<file path="config.mk">
export PLATFORM = sky130hd
export DESIGN_NAME = pipe_hazard_unit
export DESIGN_NICKNAME = d
export VERILOG_FILES = /design/src/rtl/pipe_hazard_unit.sv
export SDC_FILE = /design/constraint.sdc
export NUM_CORES = 1
export LEC_CHECK = 0
export ABC_AREA = 1
export BUFFER_PORTS_ARGS = -buffer_cell sky130_fd_sc_hd__buf_2
export CAP_MARGIN = 40
export CELL_PAD_IN_SITES_DETAIL_PLACEMENT = 0
export CELL_PAD_IN_SITES_GLOBAL_PLACEMENT = 1
export CORE_MARGIN = 2
export CORE_UTILIZATION = 29
export CTS_CLUSTER_SIZE = 28
export DETAILED_ROUTE_END_ITERATION = 16
export PLACE_DENSITY = 0.9
export SLEW_MARGIN = 20
export SYNTH_ARGS = -nofsm -noshare
export SYNTH_HDL_FRONTEND = slang
export SYNTH_SLANG_ARGS = --single-unit
</file>
<file path="constraint.sdc">
create_clock -name clk -period 2.7 [get_ports clk]
set_input_delay 0.27 -clock clk [delete_from_list [all_inputs] [get_ports clk]]
set_output_delay 0.27 -clock clk [all_outputs]
set_load 0.02 [all_outputs]
</file>
<file path="src/rtl/pipe_hazard_unit.sv">
// Hazard/forwarding controller beside ID: shadow scoreboard of in-flight rd writes,
// operand forwarding mux, load-use stall and a saturating stall-cycle counter.
module pipe_hazard_unit #(
  parameter int XLEN             = 32,
  parameter int FWD_STAGES       = 3,
  parameter int LOAD_READY_STAGE = 2,
  parameter int CNT_WIDTH        = 32,
  localparam int SEL_W           = $clog2(FWD_STAGES + 1)
) (
  input  logic                       clk,
  input  logic                       rst,
  input  logic                       id_valid_i,
  input  logic                       rs1_re_i,
  input  logic                       rs2_re_i,
  input  logic [4:0]                 rs1_addr_i,
  input  logic [4:0]                 rs2_addr_i,
  input  logic                       rd_we_i,
  input  logic [4:0]                 rd_addr_i,
  input  logic                       is_load_i,
  input  logic                       flush_i,
  input  logic                       hold_i,
  input  logic [XLEN-1:0]            rs1_reg_data_i,
  input  logic [XLEN-1:0]            rs2_reg_data_i,
  input  logic [FWD_STAGES*XLEN-1:0] stage_data_i,
  output logic                       stall_o,
  output logic [SEL_W-1:0]           fwd_sel1_o,
  output logic [SEL_W-1:0]           fwd_sel2_o,
  output logic [XLEN-1:0]            rs1_data_o,
  output logic [XLEN-1:0]            rs2_data_o,
  output logic [CNT_WIDTH-1:0]       stall_cnt_o
);

  typedef struct packed {
    logic             haz;
    logic [SEL_W-1:0] sel;
    logic [XLEN-1:0]  data;
  } lookup_t;

  // Index k-1 holds the instruction currently in stage k
  logic       sb_vld_q [FWD_STAGES];
  logic [4:0] sb_rd_q  [FWD_STAGES];
  logic       sb_ld_q  [FWD_STAGES];
  logic       sb_vld_d [FWD_STAGES];
  logic [4:0] sb_rd_d  [FWD_STAGES];
  logic       sb_ld_d  [FWD_STAGES];
  logic [CNT_WIDTH-1:0] stall_cnt_q, stall_cnt_d;
  lookup_t lk1, lk2;

  function automatic lookup_t lookup(input logic re, input logic [4:0] addr,
                                     input logic [XLEN-1:0] rf);
    lookup_t r;
    int      hit_k;
    r     = '0;
    hit_k = 0;
    if (re && addr != 5'd0) begin
      r.data = rf;
      // Scan oldest to youngest so the youngest match overwrites
      for (int k = FWD_STAGES; k >= 1; k--) begin
        if (sb_vld_q[k-1] && sb_rd_q[k-1] == addr) hit_k = k;
      end
      if (hit_k != 0) begin
        if (sb_ld_q[hit_k-1] && hit_k < LOAD_READY_STAGE) begin
          r.haz = 1'b1;
        end else begin
          r.sel  = SEL_W'(hit_k);
          r.data = stage_data_i[(hit_k-1)*XLEN +: XLEN];
        end
      end
    end
    return r;
  endfunction

  always_comb begin
    lk1 = lookup(rs1_re_i, rs1_addr_i, rs1_reg_data_i);
    lk2 = lookup(rs2_re_i, rs2_addr_i, rs2_reg_data_i);
  end

  assign stall_o     = (lk1.haz | lk2.haz) & id_valid_i & ~flush_i;
  assign fwd_sel1_o  = lk1.sel;
  assign fwd_sel2_o  = lk2.sel;
  assign rs1_data_o  = lk1.data;
  assign rs2_data_o  = lk2.data;
  assign stall_cnt_o = stall_cnt_q;

  always_comb begin
    for (int k = 0; k < FWD_STAGES; k++) begin
      sb_vld_d[k] = sb_vld_q[k];
      sb_rd_d[k]  = sb_rd_q[k];
      sb_ld_d[k]  = sb_ld_q[k];
    end
    stall_cnt_d = stall_cnt_q;
    if (!hold_i) begin
      for (int k = FWD_STAGES - 1; k >= 1; k--) begin
        sb_vld_d[k] = sb_vld_q[k-1];
        sb_rd_d[k]  = sb_rd_q[k-1];
        sb_ld_d[k]  = sb_ld_q[k-1];
      end
      // A flushed or stalled ID instruction enters EX as a bubble
      sb_vld_d[0] = ~(flush_i | stall_o) & id_valid_i & rd_we_i & (rd_addr_i != 5'd0);
      sb_rd_d[0]  = rd_addr_i;
      sb_ld_d[0]  = is_load_i;
      if (stall_o && stall_cnt_q != '1) stall_cnt_d = stall_cnt_q + CNT_WIDTH'(1);
    end
  end

  always_ff @(posedge clk or negedge rst) begin
    if (!rst) begin
      for (int k = 0; k < FWD_STAGES; k++) begin
        sb_vld_q[k] <= 1'b0;
        sb_rd_q[k]  <= 5'd0;
        sb_ld_q[k]  <= 1'b0;
      end
      stall_cnt_q <= '0;
    end else begin
      for (int k = 0; k < FWD_STAGES; k++) begin
        sb_vld_q[k] <= sb_vld_d[k];
        sb_rd_q[k]  <= sb_rd_d[k];
        sb_ld_q[k]  <= sb_ld_d[k];
      end
      stall_cnt_q <= stall_cnt_d;
    end
  end

endmodule

</file>
=== Word-level counts from Yosys, hierarchy flattened ===
Cells that the tools add are included.

* Add/sub/neg operators: 3
* $lt $le $gt $ge: 4
* Eq/ne operators: 7
* Shift-type cells: 2
* Multiplexer cells: 22
* Bitwise operators: 12
* Reductions and logical operators: 17

{| class="wikitable"
|+ Operators with widths
! kind !! count
|-
| $mux 32 || 6
|-
| $shiftx 96x32->32 || 2
|-
| $mux 35 || 4
|-
| $mux 34 || 2
|-
| $ge 32x3->1 const B || 2
|-
| $lt 32x3->1 const B || 2
|-
| $not 32->32 || 2
|-
| $reduce_bool 32->1 || 2
|-
| $sub 32x2->32 const B || 2
|-
| $add 32x1->32 const B || 1
|-
| $ne 32x32->1 const B || 1
|-
| $eq 5x5->1 || 6
|-
| $reduce_bool 5->1 || 3
|-
| $logic_and 1x1->1 || 11
|-
| $mux 1 || 6
|-
| $and 1x1->1 || 5
|-
| $bmux 1 s2 || 2
|-
| $mux 2 || 2
|-
| $not 1->1 || 3
|-
| $or 1x1->1 || 2
|-
| $reduce_and 2->1 || 1
|}

* Flip-flop bits (word level): 53
* Input bits: 184
* Output and inout port bits: 101
* Word-level logic and storage cells: 77

=== Logic depth before layout (Yosys ltp) ===
Gate-level depths: netlist of run 1.

* Depth after elaboration: 23
* Depth in mapped cells: 21
* Gate-level depth less buffers: 17

=== Worst setup path before layout of run 1 ===
No wires, ideal clock.

* Path kind: reg-to-output
* From: register sb_rd_q[3] (netlist bit)
* To: output rs1_data_o[15]
* Data arrival time: 2790 ps
* Required time: 2430 ps
* Slack: -360 ps
* Cell stages (with the launch flop): 22
* Buffers on the path: 5
* Cell sequence: dfrtp_1 -> inv_1 -> nand2_1 -> nand2_1 -> nor2_1 -> nand2_1 -> nor2_1 -> nand2_1 -> nand2_2 -> inv_1 -> buf_2 -> buf_2 -> ha_1 -> clkbuf_1 -> inv_1 -> a21oi_2 -> nand2_1 -> buf_4 -> buf_6 -> nand4_1 -> nand2_1 -> nor2_1

* Word-level cells in the longest chain between the ends: 15
* Elaborated cells on any way between the ends: 18
* Those cells by class: add/sub (1); order compare (1); eq/ne (1); shift (1); mux (10); bitwise (1); reduce/logical (3)

{| class="wikitable"
|+ RTL lines
! what !! RTL line !! RTL
|-
| from (decl) || 41 || <nowiki>logic [4:0] sb_rd_q [FWD_STAGES];</nowiki>
|-
| from (signal, indexed assignment) || 117 || <nowiki>sb_rd_q[k] <= sb_rd_d[k];</nowiki>
|-
| $eq 5x5->1 (*) || 59 || <nowiki>if (sb_vld_q[k-1] && sb_rd_q[k-1] == addr) hit_k = k;</nowiki>
|-
| $logic_and 1x1->1 (*) || 59 ||
|-
| $mux 2 (*) || 59 ||
|-
| $mux 32 (*) (2 in a row) || 59 ||
|-
| $mux 32 (*) || 55 || <nowiki>if (re && addr != 5'd0) begin</nowiki>
|-
| parallel branches: the longest is 7 deep, another holds $sub 32x2->32 || - ||
|-
| $mux 35 (*) || 61 || <nowiki>if (hit_k != 0) begin</nowiki>
|-
| $mux 35 (*) || 55 ||
|-
| to (decl) || 28 || <nowiki>output logic [XLEN-1:0] rs1_data_o,</nowiki>
|}

Every way passes the cells marked *. The select of a mux whose other input is x is not followed.

=== Final worst setup path of run 1 ===
* From: register sb_rd_q[4] (netlist bit)
* To: output rs1_data_o[29]

Same word-level chain as after synthesis.

==> summary.txt, run 1 <==
Detailed routing
  • WL final: around 31 mm
  • DRT antenna net count: 0
  • DRT Pass-1 Iters: 5
  • Via count: roughly 9300
  • 1st-iter DRT viols: 704
  • Avg WL per Cell: approximately 18 µm
  • Routed vias/inst: about 5.4
  • DR DRC count: 0

Setup path
  • Reg2Reg Depth: 20
  • CP arrival: a little under 3000 ps
  • Worst Path Required: between 2000 and 2500 ps
  • CP max stage cell: dfrtp_1
  • CP Class: reg2out
  • CP dominant cell by count: nand2_1
  • Startpoint Class: flip-flop
  • Setup crit start: sb_rd_q[4]
  • RR Startpoint: sb_rd_q[8]
  • CP peak stage delay: between 400 and 500 ps
  • CP endpoint: rs1_data_o[29]
  • Crit-path cells: buf_4 > nand2_2 > nand2_1 > nor2_1 > nand2_1 > o21ai_1 > and2_4 > inv_4 > ha_4 > inv_6 > a21oi_4 > nand2_4 > buf_6 > buf_4 > nand4_1 > nand2_1 > nor2_4 > buf_6
  • CP Max Fanout: 6
  • Setup slack, reg-to-reg: -130 ps
  • Critical Path End Type: output pin
  • R2r endpoint: stall_cnt_o[8]

Cells and area
  • Most frequent cells in the layout: 296 x nand2_1, 217 x buf_2, 161 x nand4_1
  • Area growth, synth to finish: 65.9%
  • Finished layout cell area: between 0.01 and 0.015 mm²
  • Commonest non-fill, non-tap cell in the layout: nand2_1
  • Final cell count without fillers: ~1700
  • Final Util: 49.0%
  • Share of cells above drive strength 1: between 40% and 50%
  • Nets@finish: about 1600

Placement
  • DP HPWL: ~22 mm
  • I/O Buffers: 284
  • DP Cell Count: around 1700
  • Routability cong.: about 0.9
  • Placed cell area: roughly 0.0088 mm²

STA
  • Max frequency: about 0.31 GHz
  • Setup TNS Final: -27290 ps
  • Clk_skew: a little over 9 ps
  • Final setup viols: between 90 and 100
  • Final period util: 119%
  • Final worst setup slack: -502 ps
  • Slew headroom: 42.6%
  • Final min period: 3200 ps
  • Worst slew pin tran: between 800 and 900 ps
  • Final hold vios: 0
  • Hold WS: around 220 ps
  • Fin. max-slew vios: 0
  • RSZ-0062 raised after global routing: true

Global route
  • Most used routing layer in global routing: met2
  • M2 GR Usage: between 40% and 50%
  • Grt total ovfl: 0
  • GR Util met1: 31.4%
  • Met3 usage: 3.53%
  • Initial antenna violation count: 7
  • Global-route wire length before repair: about 47 mm
  • Largest net degree at the start of global routing: between 60 and 70
  • Vias in the first global route: just under 9000
  • Gr usage total: 24.6%

Power
  • Seq pwr share: 30.7%
  • Net Sw Frac: 37.2%
  • Clk pwr share: 23.4%
  • NetSw: about 1000 µW
  • Combinational share of power: approximately 46%
  • PwrDens: 264 mW/mm²
  • Int Power: around 1800 µW
  • Max VDD drop: between 0.2 and 0.25 mV
  • Leakage: 0.00515 µW

Die
  • Ports: 285
  • Die width: 153 µm
  • Initial Util: ~30%
  • Die ar.: approximately 0.023 mm²
  • Core area: roughly 0.022 mm²
  • Die height: roughly 150 µm
  • # rows: 54

Clock tree
  • H-tree depth: 2
  • Clk root buf: clkbuf_16
  • Clk sinks: 53
  • Clk buf depth: 2
  • CTS Buf Count: 5
  • Clock-pin slew on the worst setup and hold paths: 70 ps
  • CTS tree: yes
  • Clock Latency Late Sink: 290 ps

Synthesis
  • Synthesized cell area: approximately 0.0064 mm²
  • Synthesis Warnings: 0
  • Sequential-to-total area share from yosys stat: 20.7%
  • Syn Inst Count: ~1100
  • Syn Area/Cell: just under 6 µm²
  • Mapped Nets: around 1300
  • Synth Register Bits: 53
  • Library cells used by synthesis: 29

Outcome
  • Failing checks: setup timing
  • Outcome: finished, violations left

Min path
  • Hold WC Path Type: in2reg

Run
  • Max-cap violations: 0
Yosys cell counts:
cell / count / share of area, %
nand3_4: 1 / 0.27
nor3_1: 17 / 1.3
nand2_2: 6 / 0.58
xnor2_1: 4 / 0.55
ha_1: 3 / 0.58
o21ai_1: 1 / 0.078
and2_1: 1 / 0.098
dfrtp_1: 53 / 21
buf_2: 18 / 1.4
nor4_1: 10 / 0.97
nand2_1: 330 / 19
clkbuf_1: 56 / 3.3
buf_6: 7 / 1.2
nand3_1: 17 / 1.3
xor2_1: 26 / 3.5
nand4_1: 161 / 16
inv_2: 8 / 0.47
inv_1: 90 / 5.3
a21oi_4: 1 / 0.25
o21ai_0: 30 / 2.3
a21oi_2: 1 / 0.14
nor2_2: 1 / 0.098
nand3_2: 2 / 0.31
buf_1: 4 / 0.23
buf_4: 3 / 0.35
o211ai_1: 60 / 7.0
nor2_1: 114 / 6.7
a21oi_1: 73 / 5.7
o22ai_1: 3 / 0.29
per-layer routing:
metal / share of wire [%] / wire length (µm)
met3: 7.2 / 2240
met2: 48 / 15000
met5: 0 / 0
met4: 4.3 / 1350
met1: 41 / 12700
worst max-delay path: cells and delay by family (launching register included):
family / cells / cell delay, ps
compound gates: 2 / 290
buf+inv: 6 / 650
flops: 1 / 420
simple gates: 9 / 990
fa+ha+maj: 1 / 290
stage by stage:
stage | total power [µW] | setup slack (ps)
6_report | 2810 | -502
5_1_grt | 2960 | -588
3_5_place_dp | 1860 | -110
4_1_cts | 2730 | -336
3_3_place_gp | 1850 | -113
2_1_floorplan | 1420 | -81.2
area by class of cell:
cell class	instances	area [µm²]
Antenna cell	9	22.5
Clock buffer	7	143
Fill cell	2223	11100
Inverter	98	385
Multi-Input combinational cell	862	5110
Sequential cell	53	1330
Tap cell	280	350
Timing Repair Buffer	409	3310
worst min path at each step:
stage | start | end | slack (ps) | depth (start not counted)
floorplan | rst | sb_ld_q[0] | -30 | 0
global placement | rst | stall_cnt_o[18] | 190 | 1
detailed placement | rst | stall_cnt_o[18] | 180 | 1
CTS | rd_addr_i[0] | sb_rd_q[10] | 210 | 3
global route | rd_addr_i[2] | sb_rd_q[12] | 220 | 3
finish | rd_addr_i[0] | sb_rd_q[10] | 220 | 3
sequential cells by signal, summed over array words and instances, names as in the netlist:
register and cells:
stall_cnt_o 32, sb_vld_q 3, sb_ld_q 3, sb_rd_q 15
power groups by stage:
| stage | combinational, µW | clock [µW] | sequential (µW) |
|---|---|---|---|
| global route | 1390 | 711 | 867 |
| floorplan | 555 | 0 | 866 |
| CTS | 1190 | 681 | 860 |
| global placement | 980 | 0 | 875 |
| detailed placement | 984 | 0 | 877 |
| finish | 1290 | 659 | 863 |
repair_timing:
item | CTS | global route
setup buffers | 25 | 11
gates cloned | 7 | 9
gates resized for setup | 204 | 78
hold buffers | 1 | 0
setup endpoints to repair | 67 | 99
pin swaps | 40 | 35
endpoints found under the hold margin | 12 | 0
kinds of logic (layout without fill, tap and decap cells):
kind of cell / after synthesis / after routing / synth area share [%]
adders and majority gates: 3 / 3 / 0.585
and+or+nand+nor: 660 / 660 / 46.6
DFF: 53 / 53 / 20.7
buffers and inverters: 186 / 514 / 12.2
other: 0 / 9 / 0
xor gates and xnor gates: 30 / 30 / 4.09
AOI/OAI and AO/OA: 169 / 169 / 15.8
No activity file was read; power rests on OpenSTA's default activity.
==> inputs of run 2 (changes only) <==
- REMOVE_ABC_BUFFERS: unset -> 1
==> summary.txt, run 2 (synthesis gave the netlist of run 1 again) <==
Detailed routing
  • DRT antenna net count: 0 (unchanged)
  • Via count: 9525 (+2.7%)
  • DR DRC count: 0 (unchanged)
  • Avg WL per Cell: 19.3 µm (+6.1%)
  • WL final: 33.6 mm (+7.3%)
  • DRT Pass-1 Iters: 6 (+1)
  • 1st-iter DRT viols: 761 (+8.1%)
  • Routed vias/inst: 5.48 (+1.5%)

Setup path
  • CP arrival: 2910 ps (-20 ps)
  • RR Startpoint: sb_rd_q[4]
  • Setup slack, reg-to-reg: -60 ps (+70 ps)
  • Worst Path Required: 2430 ps (about the same)
  • R2r endpoint: stall_cnt_o[14]
  • Reg2Reg Depth: 21 (+5.0%)
  • Setup crit start: sb_rd_q[5]
  • Critical Path End Type: output pin
  • CP Max Fanout: 8 (+2)
  • CP endpoint: rs1_data_o[5]
  • Startpoint Class: flip-flop
  • CP Class: reg2out

Global route
  • Grt total ovfl: 0 (unchanged)
  • Initial antenna violation count: 20 (+13)
  • Gr usage total: 26.1% (+1.5 points)
  • Global-route wire length before repair: 49.3 mm (+4.6%)
  • Largest net degree at the start of global routing: 58 (-9.4%)
  • Vias in the first global route: 9060 (+2.1%)

Clock tree
  • Clock Latency Late Sink: 290 ps (about the same)
  • Clk sinks: 53 (unchanged)
  • H-tree depth: 2 (unchanged)
  • Clock-pin slew on the worst setup and hold paths: 70 ps (about the same)
  • Clk root buf: clkbuf_16
  • Hold buffers post-CTS: 0 (-1)
  • CTS Buf Count: 5 (unchanged)
  • CTS tree: yes
  • Clk buf depth: 2 (unchanged)

STA
  • Final hold vios: 0 (unchanged)
  • Final min period: 3180 ps (-23.7 ps)
  • Max frequency: 0.315 GHz (+0.74%)
  • Fin. max-slew vios: 0 (unchanged)
  • Final period util: 118% (-0.88 points)
  • Final setup viols: 99 (unchanged)
  • Slew headroom: 52.7% (+10 points)
  • RSZ-0062 raised after global routing: true
  • Setup TNS Final: -24870 ps (+2420 ps)
  • Clk_skew: 4.69 ps (-4.48 ps)
  • Worst slew pin tran: 709 ps (-151 ps)
  • Hold WS: 18.9 ps (-198 ps)
  • Final worst setup slack: -478 ps (+23.7 ps)

Cells and area
  • Share of cells above drive strength 1: 38.8% (-2.9 points)
  • Most frequent cells in the layout: 315 x nand2_1, 217 x buf_2, 161 x nand4_1
  • Finished layout cell area: 0.0104 mm² (-2.1%)
  • Largest register FFs: 32 (unchanged)
  • Commonest non-fill, non-tap cell in the layout: nand2_1
  • Nets@finish: 1625 (+0.56%)
  • Area growth, synth to finish: 62.4%

Min path
  • Hold WC Path Type: in2async

Die
  • Die width: 153 µm (unchanged)
  • Die ar.: 0.0233 mm² (unchanged)
  • Core area: 0.0218 mm² (unchanged)
  • Initial Util: 29.5% (unchanged)
  • Ports: 285 (unchanged)
  • # rows: 54 (unchanged)
  • Die height: 153 µm (unchanged)

Placement
  • DP HPWL: 23.2 mm (+6.9%)
  • I/O Buffers: 284 (unchanged)
  • Placed cell area: 0.00852 mm² (-3.4%)
  • Routability cong.: 0.938 (+4.1%)

Run
  • Max-cap violations: 0 (unchanged)

Power
  • PwrDens: 269 mW/mm² (+1.8%)
  • Leakage: 0.00519 µW (+0.68%)
  • Max VDD drop: 0.291 mV (+22%)

Outcome
  • Outcome: finished, violations left
  • Failing checks: setup timing
run 2: stage by stage:
stage	worst slack (ps)	power [µW]	util, %	std cells
CTS	-368	2700	44.8	1704
global route	-618	2930	47.9	1736
detailed placement	-298	1810	39.2	1662
global placement	-245	1810	39.2	1662
finish	-478	2800	47.9	1737
floorplan	-2790	1320	-	1013
run 2: area by class of cell:
class | count | area (µm²)
fillers | 2194 | 11300
multi-input cells | 863 | 4860
repair buffers | 417 | 3310
flip-flops and latches | 53 | 1330
inverters | 98 | 378
well taps | 280 | 350
clock buffers | 7 | 153
diodes | 18 | 45.0
clock inverters | 1 | 5.00
run 2: timing repair:
item	in CTS	in global routing
pin swaps	31	44
gates resized for setup	184	110
setup buffers	22	12
setup endpoints to repair	67	99
cloned	13	7
run 2: how the worst min path moves through the flow:
| stage | from | end | slack [ps] | cells after the start |
|---|---|---|---|---|
| after floorplan | rst | sb_ld_q[0] | -30 | 0 |
| after global placement | rst | stall_cnt_o[19] | 340 | 1 |
| after detailed placement | rst | stall_cnt_o[19] | 360 | 1 |
| after CTS | rst | stall_cnt_o[19] | 40 | 1 |
| after global routing | rst | stall_cnt_o[19] | 60 | 1 |
| final | rst | stall_cnt_o[19] | 20 | 1 |
run 2: critical path, cell delays in order, from the launching register on:
cell and delay (ps):
dfrtp_2 460, buf_6 140, nand2_4 50, o21ai_2 40
nor2_1 90, nand3_1 110, o21ai_2 80, and2_4 170
inv_4 40, ha_4 290, inv_4 40, a21oi_4 210
nand2_8 130, buf_12 160, buf_16 140, nand4_1 80
nand2_1 70, nor2_1 130, buf_4 160
run 2: power by group:
group | internal (µW) | total, µW | switching (µW)
registers | 827 | 863 | 36.6
logic | 545 | 1250 | 701
clock network | 394 | 693 | 299
run 2: layer usage:
| metal | vias to the layer above | GRT usage (%) | routed length (µm) |
|---|---|---|---|
| met2 | 547 | 45.9 | 16300 |
| li1 | 4486 | - | - |
| met1 | 4373 | 30.7 | 12900 |
| met4 | 4 | 13.3 | 1890 |
| met3 | 115 | 4.21 | 2450 |
| met5 | - | 0 | 23 |
